### src/rtl/ctrl_pkg.sv
// Shared encodings and the registered control bundle for the decode stage.
package ctrl_pkg;

  typedef enum logic [2:0] {
    RES_ALU   = 3'b000,
    RES_MEM   = 3'b001,
    RES_PC4   = 3'b010,
    RES_IMM   = 3'b011,
    RES_PCIMM = 3'b100
  } result_src_e;

  typedef enum logic [3:0] {
    ALU_ADD  = 4'd0,
    ALU_SUB  = 4'd1,
    ALU_AND  = 4'd2,
    ALU_OR   = 4'd3,
    ALU_XOR  = 4'd4,
    ALU_SLL  = 4'd5,
    ALU_SRL  = 4'd6,
    ALU_SRA  = 4'd7,
    ALU_SLT  = 4'd8,
    ALU_SLTU = 4'd9
  } alu_ctrl_e;

  typedef enum logic [2:0] {
    IMM_I = 3'b000,
    IMM_S = 3'b001,
    IMM_B = 3'b010,
    IMM_J = 3'b011,
    IMM_U = 3'b100
  } imm_src_e;

  typedef enum logic [2:0] {
    BR_NONE = 3'b000,
    BR_BEQ  = 3'b001,
    BR_BNE  = 3'b010,
    BR_BLT  = 3'b011,
    BR_BGE  = 3'b100,
    BR_BLTU = 3'b101,
    BR_BGEU = 3'b110
  } branch_type_e;

  typedef enum logic [1:0] {
    JMP_NONE = 2'b00,
    JMP_JAL  = 2'b01,
    JMP_JALR = 2'b10
  } jump_type_e;

  typedef enum logic [1:0] {
    MEM_B = 2'b00,
    MEM_H = 2'b01,
    MEM_W = 2'b10
  } mem_size_e;

  localparam logic [6:0] OP_LUI    = 7'b0110111;
  localparam logic [6:0] OP_AUIPC  = 7'b0010111;
  localparam logic [6:0] OP_JAL    = 7'b1101111;
  localparam logic [6:0] OP_JALR   = 7'b1100111;
  localparam logic [6:0] OP_BRANCH = 7'b1100011;
  localparam logic [6:0] OP_LOAD   = 7'b0000011;
  localparam logic [6:0] OP_STORE  = 7'b0100011;
  localparam logic [6:0] OP_IMM    = 7'b0010011;
  localparam logic [6:0] OP_REG    = 7'b0110011;

  typedef struct packed {
    logic [31:0]  pc;
    logic [4:0]   rd;
    logic [4:0]   rs1;
    logic [4:0]   rs2;
    result_src_e  result_src;
    alu_ctrl_e    alu_ctrl;
    logic         alu_src;
    logic         reg_write;
    logic         mem_write;
    imm_src_e     imm_src;
    mem_size_e    mem_size;
    logic         mem_unsigned;
    branch_type_e branch_type;
    jump_type_e   jump_type;
    logic         illegal;
  } ctrl_bundle_t;

  // alt selects sub/sra over add/srl (funct7[5] for R-type, shift-right-immediate only for I-type)
  function automatic alu_ctrl_e alu_from_funct(input logic [2:0] funct3, input logic alt);
    alu_ctrl_e op;
    case (funct3)
      3'b000:  op = alt ? ALU_SUB : ALU_ADD;
      3'b001:  op = ALU_SLL;
      3'b010:  op = ALU_SLT;
      3'b011:  op = ALU_SLTU;
      3'b100:  op = ALU_XOR;
      3'b101:  op = alt ? ALU_SRA : ALU_SRL;
      3'b110:  op = ALU_OR;
      3'b111:  op = ALU_AND;
      default: op = ALU_ADD;
    endcase
    return op;
  endfunction

endpackage

### src/rtl/instr_decoder.sv
// Purely combinational RV32I decode into a control bundle; anything not
// decodable (or outside the base subset when FULL_RV32I=0) becomes an all-zero bundle with illegal set.
module instr_decoder
  import ctrl_pkg::*;
#(
  parameter bit FULL_RV32I = 1'b1
) (
  input  logic [31:0]  instr,
  input  logic [31:0]  pc,
  output ctrl_bundle_t bundle
);

  logic [6:0]   opcode_s;
  logic [2:0]   funct3_s;
  logic [6:0]   funct7_s;
  logic         legal_s;
  logic         base_s;
  ctrl_bundle_t dec_s;

  assign opcode_s = instr[6:0];
  assign funct3_s = instr[14:12];
  assign funct7_s = instr[31:25];

  // Opcode/funct decode; base_s marks members of the reduced instruction subset.
  always_comb begin
    dec_s   = '0;
    legal_s = 1'b0;
    base_s  = 1'b0;
    case (opcode_s)
      OP_LUI: begin
        legal_s = 1'b1; base_s = 1'b1;
        dec_s.reg_write = 1'b1; dec_s.imm_src = IMM_U; dec_s.result_src = RES_IMM;
      end
      OP_AUIPC: begin
        legal_s = 1'b1;
        dec_s.reg_write = 1'b1; dec_s.imm_src = IMM_U; dec_s.result_src = RES_PCIMM;
      end
      OP_JAL: begin
        legal_s = 1'b1; base_s = 1'b1;
        dec_s.reg_write = 1'b1; dec_s.imm_src = IMM_J;
        dec_s.result_src = RES_PC4; dec_s.jump_type = JMP_JAL;
      end
      OP_JALR: begin
        legal_s = (funct3_s == 3'b000); base_s = 1'b1;
        dec_s.reg_write = 1'b1; dec_s.alu_src = 1'b1; dec_s.imm_src = IMM_I;
        dec_s.result_src = RES_PC4; dec_s.jump_type = JMP_JALR;
      end
      OP_BRANCH: begin
        legal_s = 1'b1;
        dec_s.imm_src = IMM_B;
        case (funct3_s)
          3'b000:  begin dec_s.branch_type = BR_BEQ;  dec_s.alu_ctrl = ALU_SUB; base_s = 1'b1; end
          3'b001:  begin dec_s.branch_type = BR_BNE;  dec_s.alu_ctrl = ALU_SUB; base_s = 1'b1; end
          3'b100:  begin dec_s.branch_type = BR_BLT;  dec_s.alu_ctrl = ALU_SLT; end
          3'b101:  begin dec_s.branch_type = BR_BGE;  dec_s.alu_ctrl = ALU_SLT; end
          3'b110:  begin dec_s.branch_type = BR_BLTU; dec_s.alu_ctrl = ALU_SLTU; end
          3'b111:  begin dec_s.branch_type = BR_BGEU; dec_s.alu_ctrl = ALU_SLTU; end
          default: legal_s = 1'b0;
        endcase
      end
      OP_LOAD: begin
        case (funct3_s)
          3'b000, 3'b001, 3'b010, 3'b101: legal_s = 1'b1;
          3'b100:  begin legal_s = 1'b1; base_s = 1'b1; end
          default: legal_s = 1'b0;
        endcase
        dec_s.reg_write = 1'b1; dec_s.alu_src = 1'b1; dec_s.imm_src = IMM_I;
        dec_s.result_src = RES_MEM;
        dec_s.mem_size = mem_size_e'(funct3_s[1:0]);
        dec_s.mem_unsigned = funct3_s[2];
      end
      OP_STORE: begin
        case (funct3_s)
          3'b000:  begin legal_s = 1'b1; base_s = 1'b1; end
          3'b001, 3'b010: legal_s = 1'b1;
          default: legal_s = 1'b0;
        endcase
        dec_s.mem_write = 1'b1; dec_s.alu_src = 1'b1; dec_s.imm_src = IMM_S;
        dec_s.mem_size = mem_size_e'(funct3_s[1:0]);
      end
      OP_IMM: begin
        case (funct3_s)
          3'b001:  legal_s = (funct7_s == 7'b0000000);
          3'b101:  legal_s = (funct7_s == 7'b0000000) || (funct7_s == 7'b0100000);
          default: legal_s = 1'b1;
        endcase
        base_s = (funct3_s == 3'b000);
        dec_s.reg_write = 1'b1; dec_s.alu_src = 1'b1; dec_s.imm_src = IMM_I;
        dec_s.alu_ctrl = alu_from_funct(funct3_s, (funct3_s == 3'b101) && funct7_s[5]);
      end
      OP_REG: begin
        legal_s = (funct7_s == 7'b0000000) ||
                  ((funct7_s == 7'b0100000) && ((funct3_s == 3'b000) || (funct3_s == 3'b101)));
        base_s  = (funct3_s == 3'b000) || (funct3_s == 3'b100) || (funct3_s == 3'b111);
        dec_s.reg_write = 1'b1;
        dec_s.alu_ctrl = alu_from_funct(funct3_s, funct7_s[5]);
      end
      default: begin
        legal_s = 1'b0;
      end
    endcase
  end

  // Squash the decoded controls for illegal words; register fields are always plain copies.
  always_comb begin
    if (legal_s && (FULL_RV32I || base_s)) begin
      bundle = dec_s;
    end else begin
      bundle = '0;
      bundle.illegal = 1'b1;
    end
    bundle.pc  = pc;
    bundle.rd  = instr[11:7];
    bundle.rs1 = instr[19:15];
    bundle.rs2 = instr[24:20];
  end

endmodule

### src/rtl/control_decode_stage.sv
// Decode pipeline stage: one-entry registered output with valid/ready
// handshake, flush, and a saturating illegal-instruction counter.
module control_decode_stage
  import ctrl_pkg::*;
#(
  parameter bit          FULL_RV32I = 1'b1,
  parameter int unsigned ILL_CNT_W  = 8
) (
  input  logic                 clk,
  input  logic                 rst_n,
  input  logic                 in_valid,
  output logic                 in_ready,
  input  logic [31:0]          instr,
  input  logic [31:0]          pc_in,
  input  logic                 flush,
  output logic                 out_valid,
  input  logic                 out_ready,
  output logic [31:0]          pc_out,
  output logic [4:0]           rd,
  output logic [4:0]           rs1,
  output logic [4:0]           rs2,
  output logic [2:0]           result_src,
  output logic [3:0]           alu_ctrl,
  output logic                 alu_src,
  output logic                 reg_write,
  output logic                 mem_write,
  output logic [2:0]           imm_src,
  output logic [1:0]           mem_size,
  output logic                 mem_unsigned,
  output logic [2:0]           branch_type,
  output logic [1:0]           jump_type,
  output logic                 illegal,
  output logic                 ill_sticky,
  input  logic                 clr_ill,
  output logic [ILL_CNT_W-1:0] ill_count
);

  ctrl_bundle_t         dec_s;
  ctrl_bundle_t         bundle_r;
  logic                 out_valid_r;
  logic                 accept_s;
  logic                 ill_sticky_r;
  logic [ILL_CNT_W-1:0] ill_count_r;

  instr_decoder #(.FULL_RV32I(FULL_RV32I)) u_decoder (
    .instr  (instr),
    .pc     (pc_in),
    .bundle (dec_s)
  );

  assign in_ready = (!out_valid_r || out_ready) && !flush;
  assign accept_s = in_valid && in_ready;

  // Output register: flush kills the entry, accept loads it, a consumed entry retires.
  always_ff @(posedge clk) begin
    if (!rst_n) begin
      out_valid_r <= 1'b0;
      bundle_r    <= '0;
    end else if (flush) begin
      out_valid_r <= 1'b0;
      bundle_r    <= '0;
    end else if (accept_s) begin
      out_valid_r <= 1'b1;
      bundle_r    <= dec_s;
    end else if (out_ready) begin
      out_valid_r <= 1'b0;
    end else begin
      out_valid_r <= out_valid_r;
    end
  end

  // Illegal tracking: only accepted words count, so flushed ones never reach here.
  always_ff @(posedge clk) begin
    if (!rst_n) begin
      ill_sticky_r <= 1'b0;
      ill_count_r  <= '0;
    end else if (clr_ill) begin
      ill_sticky_r <= 1'b0;
      ill_count_r  <= '0;
    end else if (accept_s && dec_s.illegal) begin
      ill_sticky_r <= 1'b1;
      if (ill_count_r != {ILL_CNT_W{1'b1}}) begin
        ill_count_r <= ill_count_r + ILL_CNT_W'(1);
      end else begin
        ill_count_r <= ill_count_r;
      end
    end else begin
      ill_sticky_r <= ill_sticky_r;
    end
  end

  assign out_valid    = out_valid_r;
  assign pc_out       = bundle_r.pc;
  assign rd           = bundle_r.rd;
  assign rs1          = bundle_r.rs1;
  assign rs2          = bundle_r.rs2;
  assign result_src   = bundle_r.result_src;
  assign alu_ctrl     = bundle_r.alu_ctrl;
  assign alu_src      = bundle_r.alu_src;
  assign reg_write    = bundle_r.reg_write;
  assign mem_write    = bundle_r.mem_write;
  assign imm_src      = bundle_r.imm_src;
  assign mem_size     = bundle_r.mem_size;
  assign mem_unsigned = bundle_r.mem_unsigned;
  assign branch_type  = bundle_r.branch_type;
  assign jump_type    = bundle_r.jump_type;
  assign illegal      = bundle_r.illegal;
  assign ill_sticky   = ill_sticky_r;
  assign ill_count    = ill_count_r;

endmodule

### config.mk
export PLATFORM = sky130hd
export DESIGN_NAME = control_decode_stage
export DESIGN_NICKNAME = d
export VERILOG_FILES = /design/src/rtl/ctrl_pkg.sv /design/src/rtl/instr_decoder.sv /design/src/rtl/control_decode_stage.sv
export SDC_FILE = /design/constraint.sdc
export NUM_CORES = 1
export LEC_CHECK = 0
export CORE_AREA = 2 2 97 99
export CTS_CLUSTER_DIAMETER = 40
export DETAILED_ROUTE_END_ITERATION = 8
export DIE_AREA = 0 0 99 101
export GPL_TIMING_DRIVEN = 0
export PLACE_DENSITY_LB_ADDON = 0.05
export RECOVER_POWER = 100
export SLEW_MARGIN = 10
export SYNTH_ARGS = -nofsm -noshare
export SYNTH_HDL_FRONTEND = slang
export SYNTH_SLANG_ARGS = --single-unit
export TNS_END_PERCENT = 50
### constraint.sdc
create_clock -name clk -period 2.2 [get_ports clk]
set_input_delay 0.44 -clock clk [delete_from_list [all_inputs] [get_ports clk]]
set_output_delay 0.44 -clock clk [all_outputs]
set_load 0.05 [all_outputs]
Yosys cells after proc, flatten, opt, wreduce, memory -nomap -nowiden
Index checks and enable logic that the tools add are counted.
Storage, ports and cells
  output and inout bits: 80
  bits of input ports: 70
  word-level logic and storage cells: 93
  bits in registers: 79
Operators by class
  mux-type cells: 26
  eq/ne operators: 18
  bitwise logic cells: 1
  add/sub/neg operators: 1
  reduce and logical (&&, ||, !) cells: 29
Operators with widths (count)
  one-hot mux 4 bit (8 select lines): 2
  equality test 7 x 6 -> 1 bit (second input constant): 4
  one-hot mux 3 bit (4 select lines): 2
  one-hot mux 4 bit (3 select lines): 2
  2-to-1 mux 22 bit: 1
  equality test 7 bit (second input constant): 3
  one-hot mux 3 bit (6 select lines): 1
  OR reduction 2 bit: 8
  equality test 7 x 5 -> 1 bit (second input constant): 2
  2-to-1 mux 1 bit: 13
  equality test 3 bit (second input constant): 4
  adder 8 x 1 -> 8 bit (second input constant): 1
  inequality test 8 bit (second input constant): 1
  equality test 7 x 2 -> 1 bit (second input constant): 1
  logical NOT 7 bit: 1
  one-hot mux 1 bit (7 select lines): 1
  OR reduction 7 bit: 1
  equality test 3 x 2 -> 1 bit (second input constant): 2
  OR reduction 3 bit: 2
  OR reduction 6 bit: 1
  logical AND 1 bit: 5
  OR reduction 5 bit: 1
  logical OR 1 bit: 4
  one-hot mux 2 bit (2 select lines): 1
  10 further kinds: 11

Depth between registers and ports, before layout
  depth in word-level cells: 8
  gate-level depth with buffers: 10
  mapped depth without buffers: 8

Hierarchy
Synthesis repeated with hierarchy kept, for this count alone.
Unflattened totals
  cells, all modules: 508
  area, all modules: 3827.4 um^2
By module, submodules not included
  control_decode_stage: area an instance 2861.5 um^2, cells each 361, times used 1, seq. area each 1581.5 um^2
  instr_decoder: area an instance 965.9 um^2, cells each 147, times used 1, seq. area each 0.0 um^2

Worst setup path before layout
No wires, ideal clock.
  path type: in2reg
  start point: input instr[13]
  end point: register bundle_r, in the netlist alu_ctrl[2]
  cell stages on the path: 10
  path buffers: 2
  path slack: 0.072 ns
  setup time: 0.117 ns
  data arrival time: 2.010 ns
  data required time: 2.083 ns
  cells stage by stage: buf_6 -> inv_1 -> ha_1 -> nor2b_1 -> o211ai_2 -> o2111a_2 -> nand2_2 -> and3_1 -> buf_6 -> a32o_1
On the way
  cells in the longest elaborated chain, start to end: 6
  elaborated cells on any way between the ends: 23
  those cells by class: eq/ne: 7; mux: 9; reduce/logical: 7
RTL lines
  start, declared: RTL line control_decode_stage.sv:13  | input logic [31:0] instr,
  parallel branches: the longest is 5 deep, another holds one-hot mux 1 bit (7 select lines)
  2-to-1 mux 22 bit *: RTL line instr_decoder.sv:106  | if (legal_s && (FULL_RV32I || base_s)) begin
  end signal, assigned: RTL line control_decode_stage.sv:64  | bundle_r <= dec_s;
  end, declared: RTL line control_decode_stage.sv:39  | ctrl_bundle_t bundle_r;
Mark *: on every way between the ends.
A chain may end at the register's enable or synchronous reset.

Worst setup path after layout
  start point: input instr[12]
  end point: register bundle_r, in the netlist alu_ctrl[2]
Same word-level chain as after synthesis.

==> flow_summary.yaml <==
critical_path:
  reg2reg_to: "ill_count[5]"
  worstSetupPathType: "input port to flop"
  crit_end: "alu_ctrl[2]"
  reg2reg_slack_ps: 240
  r2r_cells: 7
  cp.required_ps: 2440
  crit_arrival_ps: 2390
  worstSetupEndpointType: "flop"
  cp.depth: 9
  crit_buf_inv: 3
  path_common_cell: "buf_6"
  crit_start: "instr[12]"
  path_cells: "clkdlybuf4s50_1 -> buf_6 -> a21oi_1 -> o211ai_2 -> o2111a_2 -> nand2_4 -> and3_1 -> buf_6 -> a32o_1"
  worst-path-max-fanout: 10
  slowest_stage: "clkdlybuf4s50_1"
  critPathTopFamily: "compound AO/OA/AOI/OAI gates"
  critPathLaunchType: "input port"
  r2r_start: "ill_count[0]"
  max_stage_delay_ps: 490
global_route:
  grt_start_max_net_pins: 16
  antenna_found_initial: 0
  globalRoute.totalOverflow: 0
  grt_use_met1: 0.258
  grtUsageMet3: 0.0589
  busiest_layer: "met2"
  grt_pass1_wl_um: 15400
  grtUsageMet2: 0.301
  grt_usage: 0.191
  grt_pass1_vias: 3097
clock_network:
  clockBufferDepth: 2
  numClockSinks: 79
  ctsRootBufferMaster: "clkbuf_8"
  clk_latency_ps: 340
  cts_tree: "built"
  cts.clk_slew.worst_paths_ps: 90
  h-tree-depth: 3
  numCtsBuffers: 9
logic_synthesis:
  synth_warnings: 0
  yosysSeqAreaShare: 0.476
  synth_edf_count: 0
  synthArstFlopShare: 0
  syn-num-nets: 483
  postSynthAreaPerCell_um2: 8.14
  syn-instance-count: 408
  synth_seq_cells: 79
  synth_cell_types: 55
  synthFlopType: "dfxtp_1"
  synth_area_mm2: 0.00332
placed_design:
  gp_congestion: 0.883
  post-dp-hpwl_um: 7100
  portBuffers: 148
  pre_cts_ws_ps: -729
sta:
  fin_ws_ps: 46.8
  fmax_mhz: 464
  relSlewSlack: 0.604
  hold_viol: 0
  final_max_slew_viol_count: 0
  fin_worst_skew_ps: 9.87
  fin_crit_sh: 0.979
  setup_viol: 0
  rsz0062_at_grt: "true"
  tightest_slew_ps: 593
  whs_ps: 381
  period_needed_ps: 2150
hold_path:
  hold_start: "instr[3]"
  worstHoldPathType: "input port to flop"
status:
  status: "finished, final reports clean"
floorplanning:
  fp.dieArea_mm2: 0.0100
  row_count: 35
  dieWidth_um: 99
  core_mm2: 0.00898
  die_h_um: 101
  start_util: 0.370
  ios: 150
final_layout:
  drive_gt1_frac: 0.0871
  area_growth_pct: 57.7
  layout.nets: 644
  n_antenna_cell: 0
  fillers: 859
  layout_common_cells: "nand2_1 (115), dfxtp_1 (79), dlygate4sd3_1 (79)"
  final_common_cell: "nand2_1"
pwr:
  p_sw_uw: 832
  p_leak_uw: 0.00209
  p_seq_frac: 0.484
  pwr-share-comb: 0.149
  p_clk_frac: 0.367
  swShare: 0.275
  intPower_uw: 2190
  p_per_area_mw_per_mm2: 577
  ir_drop_mv: 0.390
routing:
  drc_errors: 0
  routed_via_density: 4.89
  via_count: 3349
  wl_um: 9640
  final_antenna_net_count: 0
  first_iter_violations: 91
  wire_per_inst_um: 14.1
  first_pass_iters: 4
run:
  max_cap_viol_count: 0
[state kept, by name (all words and copies together) (netlist names), 2 cells and up]
register / count
pc_out: 32
ill_count: 8
rd: 5
rs1: 5
rs2: 5
alu_ctrl: 4
branch_type: 3
imm_src: 3
result_src: 3
jump_type: 2
mem_size: 2
[per-layer routing]
layer,wire [um],vias up
met5,0,-
met4,89,0
met3,738,8
met2,4330,104
met1,4480,1522
li1,-,1715
[synth_stat cells (3+ instances only)]
cell type / count / area [um^2]
nor2b_1: 4 / 25.0
nand3_1: 8 / 40.0
a22o_1: 5 / 43.8
nand3_2: 3 / 30.0
clkbuf_1: 13 / 48.8
buf_6: 3 / 33.8
dfxtp_1: 79 / 1580
nor2_1: 19 / 71.3
or3_1: 3 / 18.8
a21oi_1: 64 / 320
xor2_1: 3 / 26.3
o21ai_0: 12 / 60.1
buf_2: 3 / 15.0
nor3_1: 6 / 30.0
buf_1: 6 / 22.5
nor4_1: 4 / 25.0
inv_1: 5 / 18.8
ha_1: 5 / 62.6
and3_1: 4 / 25.0
nand2_1: 115 / 432
and2b_1: 3 / 22.5
[final cells by class]
cell class | count | area [um^2] | share of cell area
tap | 111 | 139 | 0.0265
multi-input combinational | 298 | 1650 | 0.316
buffer | 25 | 139 | 0.0265
clock inverter | 7 | 77.6 | 0.0148
clock buffer | 9 | 124 | 0.0237
timing repair buffer | 151 | 1500 | 0.287
sequential | 79 | 1580 | 0.302
inverter | 5 | 21.3 | 0.00406
[metrics by stage]
step | util | area, um^2 | power (uW) | instances | setup TNS [ps]
after floorplan | - | 3320 | 1720 | 408 | 0
after global routing | 0.583 | 5240 | 3180 | 685 | -5.67
after global placement | 0.551 | 4940 | 1940 | 667 | -21130
final | 0.583 | 5240 | 3020 | 685 | 0
after CTS | 0.579 | 5200 | 3050 | 684 | 0
after detailed placement | 0.551 | 4940 | 1940 | 667 | -23390
[power groups by stage]
stage / clock, uW / sequential [uW] / combinational [uW]
after floorplan: 0 / 1570 / 152
after global routing: 1230 / 1460 / 488
after global placement: 0 / 1490 / 442
after detailed placement: 0 / 1490 / 444
after CTS: 1140 / 1460 / 455
final: 1110 / 1460 / 451
[cells by family after synthesis]
group	share of synthesized area
buf+inv	0.0441
flops	0.476
mux	0.00301
xor+xnor	0.0105
simple gates	0.262
compound gates	0.185
fa+ha+maj	0.0188
[what timing repair did]
action	CTS	global route
pin swaps	2	3
setup endpoints to repair	27	23
cloned	0	0
buffers inserted	1	2
resized for setup	19	10
hold buffers	0	0
[tightest hold or removal path: stages]
cell and delay (ps):
buf_6 120, nand3_1 70, a21oi_1 50
[worst min path at each step]
stage                         to  slack, ps  cells after the start
floorplan              out_valid        560                      2
global placement      imm_src[0]        440                      2
detailed placement       alu_src        440                      2
CTS                 jump_type[0]        370                      3
global route        jump_type[0]        350                      3
finish              jump_type[0]        380                      3
Power figures use the tool's default switching activity.
